==> src/rtl/cordic_sincos.sv <==
// Iterative rotation-mode CORDIC producing Q2.30 cosine/sine of an integer-degree angle.
// One computation in flight; results are held until the next one completes.
module cordic_sincos #(
  parameter int ITER = 24
) (
  input  logic        clock,
  input  logic        reset,
  input  logic        start,
  input  logic [31:0] angl,
  input  logic [31:0] angle_in,
  output logic [31:0] cos_out,
  output logic [31:0] sin_out
);

  localparam logic signed [33:0] K_INIT = 34'sh0_26DD_3B6A;
  localparam logic signed [33:0] SAT_HI = 34'sh0_7FFF_FFFF;
  localparam logic signed [33:0] SAT_LO = 34'sh3_8000_0000;

  typedef enum logic [1:0] {IDLE, PREP, ROT, DONE} state_t;

  state_t             state;
  logic signed [32:0] a;
  logic signed [33:0] x, y;
  logic signed [31:0] z;
  logic [4:0]         iter;
  logic               neg;

  logic signed [32:0] wrapped, folded;
  logic               fold_neg;
  logic signed [31:0] t_cur, z_nxt;
  logic signed [33:0] x_sh, y_sh, x_nxt, y_nxt, x_fin, y_fin;

  // round(atan(2^-i) degrees * 2^16); entries past 22 round to zero
  function automatic logic signed [31:0] atan_lut(input logic [4:0] idx);
    case (idx)
      5'd0:    atan_lut = 32'sh002D_0000;
      5'd1:    atan_lut = 32'sh001A_90A7;
      5'd2:    atan_lut = 32'sh000E_0947;
      5'd3:    atan_lut = 32'sh0007_2001;
      5'd4:    atan_lut = 32'sh0003_938B;
      5'd5:    atan_lut = 32'sh0001_CA38;
      5'd6:    atan_lut = 32'sh0000_E52A;
      5'd7:    atan_lut = 32'sh0000_7297;
      5'd8:    atan_lut = 32'sh0000_394C;
      5'd9:    atan_lut = 32'sh0000_1CA6;
      5'd10:   atan_lut = 32'sh0000_0E53;
      5'd11:   atan_lut = 32'sh0000_0729;
      5'd12:   atan_lut = 32'sh0000_0395;
      5'd13:   atan_lut = 32'sh0000_01CA;
      5'd14:   atan_lut = 32'sh0000_00E5;
      5'd15:   atan_lut = 32'sh0000_0073;
      5'd16:   atan_lut = 32'sh0000_0039;
      5'd17:   atan_lut = 32'sh0000_001D;
      5'd18:   atan_lut = 32'sh0000_000E;
      5'd19:   atan_lut = 32'sh0000_0007;
      5'd20:   atan_lut = 32'sh0000_0004;
      5'd21:   atan_lut = 32'sh0000_0002;
      5'd22:   atan_lut = 32'sh0000_0001;
      default: atan_lut = '0;
    endcase
  endfunction

  function automatic logic [31:0] sat32(input logic signed [33:0] v);
    if (v > SAT_HI)      sat32 = 32'h7FFF_FFFF;
    else if (v < SAT_LO) sat32 = 32'h8000_0000;
    else                 sat32 = v[31:0];
  endfunction

  // Wrap into [-180,180), then fold into [-90,90] and remember the sign flip
  always_comb begin
    wrapped = a;
    for (int unsigned k = 0; k < 2; k++) begin
      if (wrapped >= 33'sd180)       wrapped = wrapped - 33'sd360;
      else if (wrapped < -33'sd180)  wrapped = wrapped + 33'sd360;
    end
    folded   = wrapped;
    fold_neg = 1'b0;
    if (wrapped > 33'sd90) begin
      folded   = wrapped - 33'sd180;
      fold_neg = 1'b1;
    end else if (wrapped < -33'sd90) begin
      folded   = wrapped + 33'sd180;
      fold_neg = 1'b1;
    end
  end

  always_comb begin
    t_cur = atan_lut(iter);
    x_sh  = x >>> iter;
    y_sh  = y >>> iter;
    if (!z[31]) begin
      x_nxt = x - y_sh;
      y_nxt = y + x_sh;
      z_nxt = z - t_cur;
    end else begin
      x_nxt = x + y_sh;
      y_nxt = y - x_sh;
      z_nxt = z + t_cur;
    end
    x_fin = neg ? -x : x;
    y_fin = neg ? -y : y;
  end

  always_ff @(posedge clock) begin
    if (reset) begin
      state   <= IDLE;
      a       <= '0;
      x       <= '0;
      y       <= '0;
      z       <= '0;
      iter    <= '0;
      neg     <= 1'b0;
      cos_out <= '0;
      sin_out <= '0;
    end else begin
      case (state)
        IDLE: begin
          if (start) begin
            a     <= {angle_in[31], angle_in} + {angl[31], angl};
            state <= PREP;
          end
        end
        PREP: begin
          z     <= 32'(folded <<< 16);
          x     <= K_INIT;
          y     <= '0;
          neg   <= fold_neg;
          iter  <= '0;
          state <= ROT;
        end
        ROT: begin
          x    <= x_nxt;
          y    <= y_nxt;
          z    <= z_nxt;
          iter <= iter + 5'd1;
          if (iter == 5'(ITER - 1)) state <= DONE;
        end
        DONE: begin
          cos_out <= sat32(x_fin);
          sin_out <= sat32(y_fin);
          state   <= IDLE;
        end
        default: state <= IDLE;
      endcase
    end
  end

endmodule

==> config.mk <==
export PLATFORM = sky130hd
export DESIGN_NAME = cordic_sincos
export DESIGN_NICKNAME = d
export VERILOG_FILES = /design/src/rtl/cordic_sincos.sv
export SDC_FILE = /design/constraint.sdc
export NUM_CORES = 1
export LEC_CHECK = 0
export ABC_AREA = 1
export BUFFER_PORTS_ARGS = -buffer_cell sky130_fd_sc_hd__buf_4
export CAP_MARGIN = 0
export CORE_MARGIN = 2
export CORE_UTILIZATION = 35
export DETAILED_ROUTE_END_ITERATION = 16
export GPL_TIMING_DRIVEN = 0
export PLACE_DENSITY = 0.59
export SYNTH_ARGS = -nofsm -noshare
export SYNTH_HDL_FRONTEND = slang
export SYNTH_SLANG_ARGS = --single-unit
==> constraint.sdc <==
create_clock -name clock -period 8.2 [get_ports clock]
set_input_delay 0.41 -clock clock [delete_from_list [all_inputs] [get_ports clock]]
set_output_delay 0.41 -clock clock [all_outputs]
set_load 0.02 [all_outputs]
* Yosys cells after proc, flatten, opt, wreduce, memory -nomap -nowiden *
Memories as Yosys holds them, arrays and structs flattened. A register that Yosys moved wholly into a read port is not among the register bits.
Cells that the tools add are included.

word-level totals
  bits in registers = 205
  ROM bits = 704
  input port bits = 67
  output and inout bits = 64
  word-level logic and storage cells = 74
  memories kept = 1

cells by class
  $add $sub $neg = 16
  order comparisons = 10
  equal/unequal tests = 6
  shifts and indexed selects = 2
  muxes and demuxes = 26
  reduce and logical (&&, ||, !) cells = 4

memory list
  memory            words  bits a word  read ports  clocked after memory_dff  wr ports  RTL line  RTL
  (name not given)  32     22           1           1                         0         35        case (idx)

operators with widths
  operator                number
  $mux 32                 5
  $mux 34                 4
  $pmux 34 s2             2
  $mux 33                 4
  $add 34x34->34          2
  $gt 34x32->1 const B    2
  $lt 34x32->1 const B    2
  $neg 34->34             2
  $sshr 34x5->34          2
  $sub 34x34->34          2
  $add 33x10->33 const B  2
  $ge 33x9->1 const B     2
  $lt 33x9->1 const B     2
  $sub 33x10->33 const B  2
  $pmux 32 s2             1
  $add 32x32->33          1
  $gt 33x8->1 const B     1
  $lt 33x8->1 const B     1
  $add 32x32->32          1
  $mux 16                 2
  $sub 32x32->32          1
  $add 16x9->16 const B   1
  $sub 16x9->16 const B   1
  $mux 5                  2
  12 further kinds        17

* Depth between registers and ports, before layout *
Gate-level depths: netlist (run 1).

  word-level depth = 10
  gate-level depth with buffers = 42
  gate-level depth less buffers = 41

* Worst setup path before layout (run 1) *
No wires, ideal clock.

  path type = register -> register
  start = register iter[0]
  end = register y[30]
  library setup time = 132 ps
  arrival time = 5136 ps
  required time = 8068 ps
  setup slack = 2932 ps
  cell stages (with the launch flop) = 42
  buffers on the path = 3
  clock period less this slack = 5268 ps
  path through = dfxtp_1 > buf_2 > buf_2 > buf_2 > nand2_1 > o21a_1 > nand2_1 > o21ai_0 > nand2_1 > nand2_1 > nand2_1 > o21ai_0 > o21ai_0 > inv_1 > ha_1 > or2_2 > o21ai_0 > inv_1 > [... 6 more ...] > a21oi_1 > or2_2 > nand2_1 > a21oi_1 > o21ai_0 > nand2_1 > nand2_1 > a21oi_1 > inv_1 > nand2_1 > nand2_1 > a21oi_1 > o21ai_0 > a31oi_1 > nor2_1 > nor2_1 > nand2_1 > a21oi_1

between the ends
  longest elaborated chain between the ends = 4
  elaborated cells between the ends (all ways) = 5
  classes of those cells = add/sub: 2; shift: 1; mux: 2

ends and longest elaborated chain
  what                                              RTL line  RTL
  start, declared                                   25        logic [4:0] iter;
  start signal, assigned                            135       iter <= iter + 5'd1;
  $sshr 34x5->34 (*)                                89        x_sh = x >>> iter;
  $add 34x34->34 or $sub 34x34->34 (tied branches)  93, 97
  $mux 34 (*)                                       91        if (!z[31]) begin
  $pmux 34 s2 (*)                                   116       case (state)
  end signal, assigned                              133       y <= y_nxt;
  end, declared                                     23        logic signed [33:0] x, y;

Every way passes the cells marked *; elsewhere a longest branch is shown, timed or not.
A chain may end at the register's enable or synchronous reset.

* Worst setup path in the final report (run 1) *
  start = register iter[0]
  end = register y[33]

The elaborated chain is that of the path after synthesis.

==> reports/metrics.yaml, run 1 <==
critical_path:
  r2r_start: "iter[0]$_SDFFE_PP0N_"
  start_kind: "register"
  cp.arrival_ns: 8.12
  crit_start: "iter[0]$_SDFFE_PP0N_"
  rrSetupSlack_ns: 0.60
  r2r_cells: 34
  critPathMaxFanout: 10
  crit_required_ns: 8.72
  worst_path_most_repeated_cell: "nand2_1"
  crit_path_end_kind: "register"
  crit_type: "reg2reg"
  reg2reg_to: "y[33]$_SDFFE_PP0N_"
  critical_path.max_stage_delay_ns: 0.72
  slowest_stage: "o21ai_0"
layout:
  n_fill_cell: 8809
  drive_gt1_share_pct: 7.88
  fin_area_mm2: 0.0307
  synthToLayoutAreaGrowth_pct: 12.3
  n_antenna_cell: 0
  nets: 5149
  final_util_pct: 39.7
clock_network:
  cts_buffers: 31
  clkTransAtPathRegs_ns: 0.06
  clk_latency_ns: 0.61
  clock_path_buffers: 3
  clockRootBuffer: "clkbuf_16"
  cts_tree: "yes"
  htreeDepth: 1
  cts_sinks: 227
  cts-hold-fix-buffers: 0
global_route:
  antenna_found_initial: 3
  grt.total_usage_pct: 28.9
  grt_max_degree: 15
  grt_pass1_vias: 29300
  overflow: 0
  grt_pass1_wl_um: 181000
yosys:
  synth_cells: 4763
  ys_ff_latch: 227
  synth_flop_cell: "dfxtp_1"
  async_reset_ff_share_pct: 0
  synth_top_area_share_pct: 18.4
  syn_nets: 4986
  synthTopCellsByCount: "nand2_1 (1,341), inv_1 (484), a21oi_1 (466)"
  yosysWarningCount: 0
  syn_area_mm2: 0.0273
  syn_avg_cell_area_um2: 5.74
  ys_types: 66
  yosysSeqAreaShare_pct: 16.6
  yosysMostFrequentCell: "nand2_1"
  synth_edf_count: 0
  synth_area_leaders: "nand2_1 (18%), dfxtp_1 (17%), a21oi_1 (8.5%)"
  yosysTopAreaCell: "nand2_1"
sta:
  fmax_mhz: 132
  maxSlewHeadroom_pct: 20.9
  setup_violations: 0
  slew_violations: 0
  clock_skew_ns: 0.0184
  setup_tns_ns: 0
  hold_viol_final: 0
  final_period_minus_worst_setup_slack_ns: 7.60
  rsz0062_at_grt: "no"
  tightest_slew_ns: 1.19
  period_share_pct: 92.7
route:
  drt_wl_total_um: 120000
  vias_per_cell: 5.36
  drc: 0
  wl_per_cell_um: 20.0
  dr.pass1.iters: 6
  drt_iter0_drc: 3292
  vias: 32100
  antenna_left: 0
place:
  place_area_mm2: 0.0296
  routabilityCongestion: 1.03
  port-buffer-count: 130
  hpwl_um: 99200
die:
  coreArea_mm2: 0.0773
  die-width_um: 283
  dieArea_mm2: 0.0803
  die_h_um: 283
  start_util_pct: 35.3
  rows: 102
  boundaryPins: 131
power_and_ir_drop:
  vdd_drop_max_mv: 0.193
  p_per_area_mw_per_mm2: 443
  p_leak_nw: 14.9
worst_hold_path:
  worst_hold_path_type: "in2reg"
  hold_end: "a[0]$_SDFFE_PP0P_"
  min_from: "angle_in[0]"
  holdPathStages: 4
run_status:
  status: "complete, no violations"
flow_run:
  drv_cap: 0
[kinds of logic (layout without fill, tap and decap cells)]
family / after synthesis / in the layout / share of synthesized area (%)
and+or+nand+nor: 2294 / 2294 / 35.1
adders and majority gates: 156 / 156 / 7.25
muxes: 38 / 38 / 1.39
xor gates and xnor gates: 220 / 220 / 7.05
AOI/OAI and AO/OA: 1107 / 1107 / 22.0
buffers and inverters: 721 / 905 / 10.6
DFF: 227 / 227 / 16.6
[area by class of cell]
class	count	area (um^2)	area share, %
Sequential cell	227	4540	14.8
Multi-Input combinational cell	3815	19900	64.8
Inverter	518	1950	6.34
Clock inverter	15	223	0.726
Buffer	203	961	3.13
Clock buffer	39	846	2.76
Tap cell	1040	1300	4.24
Timing Repair Buffer	130	976	3.18
[routing by layer]
metal	routed length, um	share of wire [%]	GRT usage, %
met4	3010	2.5	6.72
met3	9820	8.2	4.51
met1	59000	49	43.9
met2	48100	40	42.0
met5	8	0.0067	0
[worst max-delay path, delay by kind of cell, from the launching register on]
kind / cells / cell delay (ns)
AOI/OAI and AO/OA: 10 / 2.92
xor gates and xnor gates: 2 / 0.53
adders and majority gates: 1 / 0.35
buffers and inverters: 5 / 0.94
DFF: 1 / 0.41
muxes: 1 / 0.26
and+or+nand+nor: 15 / 2.09
[metrics by stage]
stage                     std cells  power [mW]  hold WS, ns  worst slack, ns
final                          5987        13.6        0.194            0.600
after global routing           5987        14.9        0.223           0.0418
after CTS                      5987        13.4        0.178            0.488
after detailed placement       5933        11.9        0.464            0.544
after global placement         5933        11.9        0.456            0.555
after floorplan                4763        8.85        0.450             2.93
[timing repair]
action,in CTS,in global routing
setup endpoints to repair,0,1
setup buffers,0,0
gates resized for setup,0,8
[flip-flops by register name (all words and copies together) (netlist names)]
| signal | flops |
|---|---|
| neg | 1 |
| t_cur | 22 |
| iter | 5 |
| sin_out | 32 |
| y | 34 |
| x | 34 |
| cos_out | 32 |
| state | 2 |
| a | 33 |
| z | 32 |
[worst max path at each step]
| stage | to | slack (ns) | depth (start not counted) |
|---|---|---|---|
| after floorplan | y[30]$_SDFFE_PP0N_ | 2.93 | 41 |
| after global placement | y[33]$_SDFFE_PP0N_ | 0.56 | 37 |
| after detailed placement | y[33]$_SDFFE_PP0N_ | 0.54 | 37 |
| after CTS | y[33]$_SDFFE_PP0N_ | 0.49 | 37 |
| after global routing | y[33]$_SDFFE_PP0N_ | 0.04 | 36 |
| final | y[33]$_SDFFE_PP0N_ | 0.60 | 34 |
[cells in the final DEF, fill, tap and decap left out, drive strengths merged, types with 4 or more instances in the layout]
cell type  count
a211o          5
a211oi         7
a21boi         9
a21o           6
a21oi        472
a31oi         21
buf          206
bufinv         5
clkbuf       166
clkinv        19
dfxtp        227
fa             4
ha           152
inv          507
mux2i         38
nand2       1384
nand3        256
nand3b        15
nand4         48
nor2         469
nor3          65
nor4           9
o211ai        31
o21a          42
o21ai        475
o221ai         5
o31ai         11
or2           40
xnor2         50
xor2         170
[power by group]
group	internal (mW)	leakage (nW)	switching [mW]
clock	0.882	0.521	0.590
combinational	3.22	12.5	7.22
sequential	1.36	1.85	0.325
total	5.46	14.9	8.13
No activity file was read; power rests on OpenSTA's default activity.
==> inputs of run 2 (changes only) <==
Settings changed: CTS_BUF_LIST set to sky130_fd_sc_hd__clkbuf_8.
==> reports/metrics.yaml, run 2 (synthesis gave the netlist of run 1 again) <==
run_status:
  status: "complete, no violations"
clock_network:
  ctsResizeCount: 0
  cts_setup_buffers: 0
  clockRootBuffer: "clkbuf_8"
  clkTransAtPathRegs_ns: 0.06
  clk_latency_ns: 0.67
  clock_path_buffers: 3
  cts_sinks: 227
  cts-hold-fix-buffers: 0
  cts_tree: "yes"
  htreeDepth: 2
  cts_buffers: 50
die:
  coreArea_mm2: 0.0773
  die-width_um: 283
  die_h_um: 283
  start_util_pct: 35.3
  rows: 102
  boundaryPins: 131
  dieArea_mm2: 0.0803
sta:
  final_period_minus_worst_setup_slack_ns: 7.67
  hold_ws_ns: 0.119
  maxSlewHeadroom_pct: 18.5
  fmax_mhz: 130
  hold_viol_final: 0
  period_share_pct: 93.5
  worst_slack_ns: 0.535
  slew_violations: 0
  rsz0062_at_grt: "no"
  setup_violations: 0
  tightest_slew_ns: 1.22
  setup_tns_ns: 0
  clock_skew_ns: 0.0352
power_and_ir_drop:
  p_leak_nw: 15.0
  p_per_area_mw_per_mm2: 441
  vdd_drop_max_mv: 0.193
global_route:
  grt.total_usage_pct: 29.1
  antenna_found_initial: 4
  grt_pass1_vias: 29500
  overflow: 0
  grt_pass1_wl_um: 182000
  grt_max_degree: 15
critical_path:
  crit_type: "reg2reg"
  rrSetupSlack_ns: 0.53
  worst_path_most_repeated_cell: "nand2_1"
  slowest_stage: "o21ai_0"
  critical_path.max_stage_delay_ns: 0.62
  crit_required_ns: 8.70
  cp.arrival_ns: 8.16
  start_kind: "register"
  critPathMaxFanout: 10
  crit_path_end_kind: "register"
route:
  vias: 32200
  antenna_left: 0
  wl_per_cell_um: 20.0
  vias_per_cell: 5.34
  drt_iter0_drc: 3194
  drt_wl_total_um: 120000
  drc: 0
  dr.pass1.iters: 6
layout:
  synthToLayoutAreaGrowth_pct: 12.3
  final_common_cell: "nand2_1"
  nets: 5168
  layout_common_cells: "nand2_1 (1,341), inv_1 (498), a21oi_1 (466)"
  final_cells: 6022
  fin_area_mm2: 0.0307
  top_regs: "x x34, y x34, a x33"
  drive_gt1_share_pct: 8.31
place:
  routabilityCongestion: 1.03
  port-buffer-count: 130
  hpwl_um: 99200
  place_area_mm2: 0.0296
  place_ws_ns: 0.544
  placed_cells: 5933
flow_run:
  drv_cap: 0
worst_hold_path:
  worst_hold_path_type: "in2reg"
## run 2: changes by cell type in the layout (fill, tap and decap cells not counted), moves of 3 or more
cell       before  now
clkinv_4        3    0
clkbuf_1      128  124
clkbuf_8        4   62
clkbuf_16      31    0
inv_1         484  498
## run 2: worst max-delay path: cells and delay by family, from the launching register on
kind,cells,cell delay (ns)
flops,1,0.40
buf+inv,7,1.20
mux,2,0.82
fa+ha+maj,2,0.68
simple gates,13,1.51
compound gates,14,2.89
## run 2: worst paths after layout
check,start,to,depth (start not counted)
min,angle_in[0],a[0]$_SDFFE_PP0P_,4
max reg2reg,iter[0]$_SDFFE_PP0N_,y[30]$_SDFFE_PP0N_,38
min reg2reg,z[5]$_SDFFE_PP0N_,z[5]$_SDFFE_PP0N_,2
max,iter[0]$_SDFFE_PP0N_,y[30]$_SDFFE_PP0N_,38
## run 2: area by class of cell
type                       count  area [um^2]
tap                         1040         1300
sequential                   227         4540
inverter                     518         1950
fill                        8828        46600
clock inverter                26          233
multi-input combinational   3815        19900
buffer                       203          961
antenna                        1         2.50
timing repair buffer         130          976
clock buffer                  62          853
## run 2: metal layers
metal  up-vias  GRT usage [%]  share of wire, %
met2      1136           41.9                40
met3       142           4.71               7.8
met1     14900           44.1                50
li1      16000              -                 -
met4         2           7.66               2.6
met5         -              0            0.0066
## run 2: stage by stage
stage                     total power, mW  utilization, %
after floorplan                      8.85               -
final                                13.6            39.7
after global placement               11.9            38.3
after CTS                            13.4            39.7
after detailed placement             11.9            38.3
after global routing                 14.8            39.7
## run 2: where the power goes
part	switching, mW	total [mW]	internal, mW
Sequential	0.326	1.69	1.37
Clock	0.611	1.42	0.806
Combinational	7.23	10.4	3.22
Total	8.17	13.6	5.39
